==> src/rtl/clock_freq_meter.sv <==
// Gated frequency meter: counts a fixed local-clock window, latches the upstream
// counters and divides (extern * LOCAL_FREQ_HZ) / local with a bit-serial divider.
module clock_freq_meter #(
  parameter int unsigned CLOCK_COUNTER_WIDTH = 64,
  parameter logic [31:0] LOCAL_FREQ_HZ       = 32'd100_000_000,
  parameter int unsigned GATE_CYCLES         = 1_000_000,
  parameter int unsigned TIMEOUT_CYCLES      = 4_000_000,
  parameter int unsigned RESULT_WIDTH        = 32
) (
  input  logic                           i_clk_local,
  input  logic                           i_rst_n,
  input  logic                           i_enable,
  output logic                           o_latch_counters,
  input  logic                           i_counter_valid,
  input  logic [CLOCK_COUNTER_WIDTH-1:0] i_clk_local_counter,
  input  logic [CLOCK_COUNTER_WIDTH-1:0] i_clk_extern_counter,
  output logic                           o_freq_valid,
  input  logic                           i_freq_ready,
  output logic [RESULT_WIDTH-1:0]        o_freq_hz,
  output logic                           o_saturated,
  output logic                           o_div_zero,
  output logic                           o_timeout
);

  localparam int unsigned PW  = CLOCK_COUNTER_WIDTH + 32;
  localparam int unsigned DW  = CLOCK_COUNTER_WIDTH + RESULT_WIDTH;
  localparam int unsigned MW  = (PW > DW) ? PW : DW;
  localparam int unsigned GCW = (GATE_CYCLES > 1) ? $clog2(GATE_CYCLES) : 1;
  localparam int unsigned TCW = (TIMEOUT_CYCLES > 1) ? $clog2(TIMEOUT_CYCLES) : 1;
  localparam int unsigned DCW = (RESULT_WIDTH > 1) ? $clog2(RESULT_WIDTH) : 1;

  typedef enum logic [2:0] {
    IDLE, GATE, LATCH, WAIT_DROP, WAIT_VALID, DIVIDE, OUTPUT, TIMEOUT
  } state_t;

  function automatic logic [MW-1:0] full_product(input logic [CLOCK_COUNTER_WIDTH-1:0] ext);
    return MW'(ext) * MW'(LOCAL_FREQ_HZ);
  endfunction

  // Quotient overflows RESULT_WIDTH exactly when P >= local << RESULT_WIDTH.
  function automatic logic quotient_saturates(input logic [MW-1:0] p,
                                              input logic [CLOCK_COUNTER_WIDTH-1:0] loc);
    return p >= (MW'(loc) << RESULT_WIDTH);
  endfunction

  function automatic logic [MW:0] trial_subtract(input logic [MW-1:0] rem,
                                                 input logic [MW-1:0] dsr);
    return {1'b0, rem} - {1'b0, dsr};
  endfunction

  // Asynchronous assert, synchronised release.
  logic [1:0] rst_sync;
  logic       rst_n_sync;

  always_ff @(posedge i_clk_local or negedge i_rst_n) begin
    if (!i_rst_n) rst_sync <= 2'b00;
    else          rst_sync <= {rst_sync[0], 1'b1};
  end
  assign rst_n_sync = rst_sync[1];

  state_t                  state;
  logic [GCW-1:0]          gate_cnt;
  logic [TCW-1:0]          tmo_cnt;
  logic [DCW-1:0]          div_cnt;
  logic [MW-1:0]           rem_p1;
  logic [MW-1:0]           dsr_p1;
  logic [RESULT_WIDTH-1:0] quot_p1;

  logic [MW-1:0]           prod_c;
  logic                    capture_c;
  logic                    loc_zero_c;
  logic                    sat_c;
  logic                    tmo_done_c;
  logic [MW:0]             trial_c;
  logic                    q_bit_c;
  logic [RESULT_WIDTH-1:0] quot_next_c;

  assign prod_c      = full_product(i_clk_extern_counter);
  assign capture_c   = (state == WAIT_VALID) && i_counter_valid && i_enable;
  assign loc_zero_c  = (i_clk_local_counter == '0);
  assign sat_c       = quotient_saturates(prod_c, i_clk_local_counter);
  assign tmo_done_c  = (tmo_cnt == TCW'(TIMEOUT_CYCLES - 1));
  assign trial_c     = trial_subtract(rem_p1, dsr_p1);
  assign q_bit_c     = ~trial_c[MW];
  assign quot_next_c = {quot_p1[RESULT_WIDTH-2:0], q_bit_c};

  // Capture -> divider: restoring division against a right-shifting divisor,
  // one quotient bit per cycle, MSB first.
  always_ff @(posedge i_clk_local) begin
    if (capture_c) begin
      rem_p1 <= prod_c;
      dsr_p1 <= MW'(i_clk_local_counter) << (RESULT_WIDTH - 1);
    end else if (state == DIVIDE) begin
      if (q_bit_c) rem_p1 <= trial_c[MW-1:0];
      dsr_p1  <= dsr_p1 >> 1;
      quot_p1 <= quot_next_c;
    end
  end

  always_ff @(posedge i_clk_local or negedge rst_n_sync) begin
    if (!rst_n_sync) begin
      state            <= IDLE;
      gate_cnt         <= '0;
      tmo_cnt          <= '0;
      div_cnt          <= '0;
      o_latch_counters <= 1'b0;
      o_freq_valid     <= 1'b0;
      o_freq_hz        <= '0;
      o_saturated      <= 1'b0;
      o_div_zero       <= 1'b0;
      o_timeout        <= 1'b0;
    end else begin
      o_latch_counters <= 1'b0;
      case (state)
        IDLE: begin
          if (i_enable && i_counter_valid) begin
            state    <= GATE;
            gate_cnt <= '0;
          end
        end
        GATE: begin
          if (!i_enable) begin
            state <= IDLE;
          end else if (gate_cnt == GCW'(GATE_CYCLES - 1)) begin
            state            <= LATCH;
            o_latch_counters <= 1'b1;
          end else begin
            gate_cnt <= gate_cnt + 1'b1;
          end
        end
        LATCH: begin
          tmo_cnt <= '0;
          state   <= i_enable ? WAIT_DROP : IDLE;
        end
        // The wait states ignore i_enable until upstream has completed its cycle.
        WAIT_DROP: begin
          tmo_cnt <= tmo_cnt + 1'b1;
          if (!i_counter_valid) begin
            state <= WAIT_VALID;
          end else if (tmo_done_c) begin
            state     <= TIMEOUT;
            o_timeout <= 1'b1;
          end
        end
        WAIT_VALID: begin
          tmo_cnt <= tmo_cnt + 1'b1;
          if (i_counter_valid) begin
            if (!i_enable) begin
              state <= IDLE;
            end else begin
              o_timeout <= 1'b0;
              div_cnt   <= '0;
              if (loc_zero_c) begin
                o_freq_hz    <= '1;
                o_div_zero   <= 1'b1;
                o_saturated  <= 1'b0;
                o_freq_valid <= 1'b1;
                state        <= OUTPUT;
              end else if (sat_c) begin
                o_freq_hz    <= '1;
                o_div_zero   <= 1'b0;
                o_saturated  <= 1'b1;
                o_freq_valid <= 1'b1;
                state        <= OUTPUT;
              end else begin
                state <= DIVIDE;
              end
            end
          end else if (tmo_done_c) begin
            state     <= TIMEOUT;
            o_timeout <= 1'b1;
          end
        end
        DIVIDE: begin
          if (!i_enable) begin
            state <= IDLE;
          end else begin
            div_cnt <= div_cnt + 1'b1;
            if (div_cnt == DCW'(RESULT_WIDTH - 1)) begin
              o_freq_hz    <= quot_next_c;
              o_div_zero   <= 1'b0;
              o_saturated  <= 1'b0;
              o_freq_valid <= 1'b1;
              state        <= OUTPUT;
            end
          end
        end
        OUTPUT: begin
          if (!i_enable) begin
            o_freq_valid <= 1'b0;
            state        <= IDLE;
          end else if (i_freq_ready) begin
            o_freq_valid <= 1'b0;
            gate_cnt     <= '0;
            state        <= GATE;
          end
        end
        TIMEOUT: begin
          if (!i_enable) state <= IDLE;
        end
        default: state <= IDLE;
      endcase
    end
  end

endmodule

==> config.mk <==
export PLATFORM = sky130hd
export DESIGN_NAME = clock_freq_meter
export DESIGN_NICKNAME = d
export VERILOG_FILES = /design/src/rtl/clock_freq_meter.sv
export SDC_FILE = /design/constraint.sdc
export NUM_CORES = 2
export LEC_CHECK = 0
export ABC_AREA = 1
export CAP_MARGIN = 20
export CORE_UTILIZATION = 41
export CTS_CLUSTER_DIAMETER = 40
export DETAILED_ROUTE_END_ITERATION = 10
export GPL_TIMING_DRIVEN = 1
export HOLD_SLACK_MARGIN = 0.06
export PLACE_DENSITY = 0.68
export SYNTH_ARGS = -nofsm -noshare
export SYNTH_HDL_FRONTEND = slang
export SYNTH_SLANG_ARGS = --single-unit
==> constraint.sdc <==
create_clock -name i_clk_local -period 3.5 [get_ports i_clk_local]
set_input_delay 0.7 -clock i_clk_local [delete_from_list [all_inputs] [get_ports i_clk_local]]
set_output_delay 0.7 -clock i_clk_local [all_outputs]
set_load 0.01 [all_outputs]
==> metrics.md <==
| Metric | Value |
|---|---|
| Status | `finished with violations` |
| Failing checks | `setup timing` |
| Critical register-to-register path startpoint | `rem_p1[23]` |
| Starting Density | `around two fifths` |
| Top-area cell type share of the netlist area | `26.0%` |
| Least-Margin Pin Slew | `about 0.85 ns` |
| Cell count after placement | `between 8k and 9k` |
| Routed Antenna Nets | `0` |
| Fin area | `around 62000 um2` |
| First-pass GRT wire length | `around 250 mm` |
| Cts bufs inserted | `44` |
| Post-DP Area | `approximately 57000 um2` |
| Pin count of the biggest net entering global routing | `87` |
| Fin crit share | `217%` |
| Commonest cells in the synthesized netlist | `1360 x inv_1, 859 x nand2_1, 601 x fa_1` |
| # H-tree levels | `2` |
| Most frequent cell after synthesis | `inv_1` |
| Nets@finish | `8075` |
| # hold bufs at CTS | `0` |
| Critical path startpoint category | `input pin` |
| Worst path required time | `3.99 ns` |
| Clk buf depth | `3` |
| Post-synth EDFFs | `about 180` |
| Crit Path Class | `in -> reg` |
| Die Span Y | `~340 um` |
| TritonCTS clock tree | `done` |
| Layout cell share with drive strength beyond 1 | `between 20 and 30%` |
| CP max stage delay | `approximately 0.57 ns` |
| Syn. warnings | `0` |
| Detail Placement HPWL | `132 mm` |
| Synth unique cells | `62` |
| HP Class | `in -> async` |
| Max Cap Viol | `0` |
| Post-Syn Area | `46200 um2` |
| Total Routed Length | `~160 mm` |
| Synth Flop Type | `edfxtp_1` |
| Initial antenna violation count | `5` |
| Die Span X | `around 340 um` |
| Sequential cell area | `8460 um2` |
| Fill count | `between 10k and 15k` |
| Asr flop ratio synth | `28.6%` |
| Clock Sinks | `just over 300` |
| Max FO, Critical Path | `5` |
| Post-synthesis register bit count | `311` |
| Via count | `43.0k` |
| Final setup viols | `approximately 110` |
| Remaining DRCs | `0` |
| Finished Layout Cells | `about 8.4k` |
| Gr ovfl total | `0` |
| Die area | `114000 um2` |
| Reg2reg path depth | `15` |
| Multi-input gate area | `36200 um2` |
| Finished Core Util | `56.2%` |
| Synth top area cells | `fa_1 26%, ha_1 13%, edfxtp_1 12%` |
| Critical path's slowest cell | `fa_1` |
| Vias per cell | `slightly above 5` |
| Setup ws final | `-4.09 ns` |
| Max Freq | `approximately 130 MHz` |
| Setup Skew | `about 0.024 ns` |
| Latest clock arrival within the worst-skew pair | `~0.6 ns` |
| Flop-to-flop setup slack | `0.01 ns` |
| Port Buf Inserts | `169` |
| Area grow syn2layout | `35.1%` |
| Row count | `~120` |
| Final Hold Fails | `0` |
| Drt first pass iters | `6` |
| RSZ-0062 raised after global routing | `true` |
| GRT Util Overall | `27.9%` |
| Synth Net Count | `around 7.0k` |
| Sequential share of the synthesized area | `about 18%` |
| CP Data Arrival Time | `about 8.1 ns` |
| Vias in the first global route | `about 45k` |
| I/O pin count | `between 150 and 200` |
| Synth Instances | `~5.7k` |
| Setup crit end kind | `register` |
| Core Area | `111000 um2` |
| Avg WL per Cell | `18.9 um` |
| Max-slew violation count | `0` |
| CTS root buf | `clkbuf_16` |
| Iter 0 DRT Violations | `between 3k and 4k` |
| Yosys top cell by area | `fa_1` |
| Clock-pin slew on the worst setup and hold paths | `~0.06 ns` |
| Post-layout minimum cycle time | `about 7.6 ns` |
| Placer Congestion | `a little over 1` |
| Reg-to-reg endpoint | `rem_p1[22]` |
| Syn avg cell area | `approximately 8 um2` |
| Rel. slew slack | `between 40% and 50%` |
-- sequential cells by signal (all words and copies together), names as in the netlist --
| signal | flops |
|---|---|
| rem_p1 | 96 |
| dsr_p1 | 95 |
| o_freq_hz | 32 |
| quot_p1 | 31 |
| tmo_cnt | 22 |
| gate_cnt | 20 |
| div_cnt | 5 |
| state | 3 |
| rst_sync | 2 |
| o_div_zero | 1 |
| o_freq_valid | 1 |
| o_latch_counters | 1 |
| o_saturated | 1 |
| o_timeout | 1 |
-- how the worst max path moves through the flow --
stage | start | end | slack [ns] | cells after the start
floorplan | i_clk_extern_counter[24] | o_div_zero | -3.37 | 40
global placement | i_clk_extern_counter[44] | o_freq_hz[3] | -5.21 | 41
detailed placement | i_clk_extern_counter[44] | o_freq_hz[14] | -5.36 | 41
CTS | i_clk_extern_counter[55] | o_freq_hz[14] | -3.85 | 38
global route | i_clk_extern_counter[15] | o_freq_hz[5] | -4.22 | 40
finish | i_clk_extern_counter[11] | o_freq_hz[17] | -4.09 | 40
-- cell families after synthesis --
group,after synthesis,synth area share [%]
and+or+nand+nor,1871,17.4
AOI/OAI and AO/OA,925,11.1
xor gates and xnor gates,98,1.86
muxes,3,0.0650
buffers and inverters,1438,11.8
DFF,311,18.3
adders and majority gates,1097,39.5
other,1,0.00812
-- what timing repair did --
item                       4_1_cts  5_1_grt
setup endpoints to repair      112      112
gates cloned                     6        1
resized for setup              643      133
pin swaps                      322      114
buffers inserted               123       11
-- metrics by stage --
stage,setup slack (ns),hold slack [ns],TNS (ns)
after floorplan,-3.37,0.331,-246.09
after global placement,-5.21,0.335,-412.46
after detailed placement,-5.36,0.344,-419.25
after CTS,-3.85,0.237,-294.47
after global routing,-4.22,0.245,-323.84
final,-4.09,0.262,-307.81
-- critical path: cells and delay by family --
family / cells / cell delay, ns
buf+inv: 10 / 1.18
fa+ha+maj: 8 / 3.39
xor+xnor: 1 / 0.20
compound gates: 2 / 0.40
simple gates: 19 / 2.17
-- area by class of cell --
type | count | share of cell area [%]
Clock buffer | 53 | 1.92
Multi-Input combinational cell | 4001 | 58.1
Clock inverter | 28 | 0.507
Sequential cell | 311 | 13.6
Inverter | 1372 | 8.40
Tap cell | 1488 | 2.98
Timing Repair Buffer | 1115 | 14.6
Antenna cell | 2 | 0.00802
-- per-layer routing --
metal,vias to the layer above,GRT usage [%],part of all wire (%)
met2,1432,46.2,47
met3,274,3.87,6.7
met1,20800,37.9,43
met5,-,0,0.023
met4,6,8.33,3.4
li1,20400,-,-
-- cell usage in the layout, fill, tap and decap left out, types with 44 or more instances in the layout --
master / instances
inv_1: 1225
buf_4: 879
nand2_1: 725
fa_1: 540
nor2_1: 411
ha_1: 368
a21oi_1: 304
o21ai_0: 225
edfxtp_1: 178
nand3_1: 163
inv_2: 124
ha_4: 119
nand2_2: 112
clkdlybuf4s50_1: 107
dfrtp_1: 88
a21oi_2: 73
o22ai_1: 72
o21ai_1: 71
nor2_2: 70
or2_2: 61
fa_2: 61
nand4_1: 58
buf_6: 58
xor2_1: 55
nor3_1: 49
clkbuf_16: 46
dfxtp_1: 44
Power is left out: the tool's default activity adds up to more than one toggle a clock period on the data nets, which glitch-free logic cannot reach.
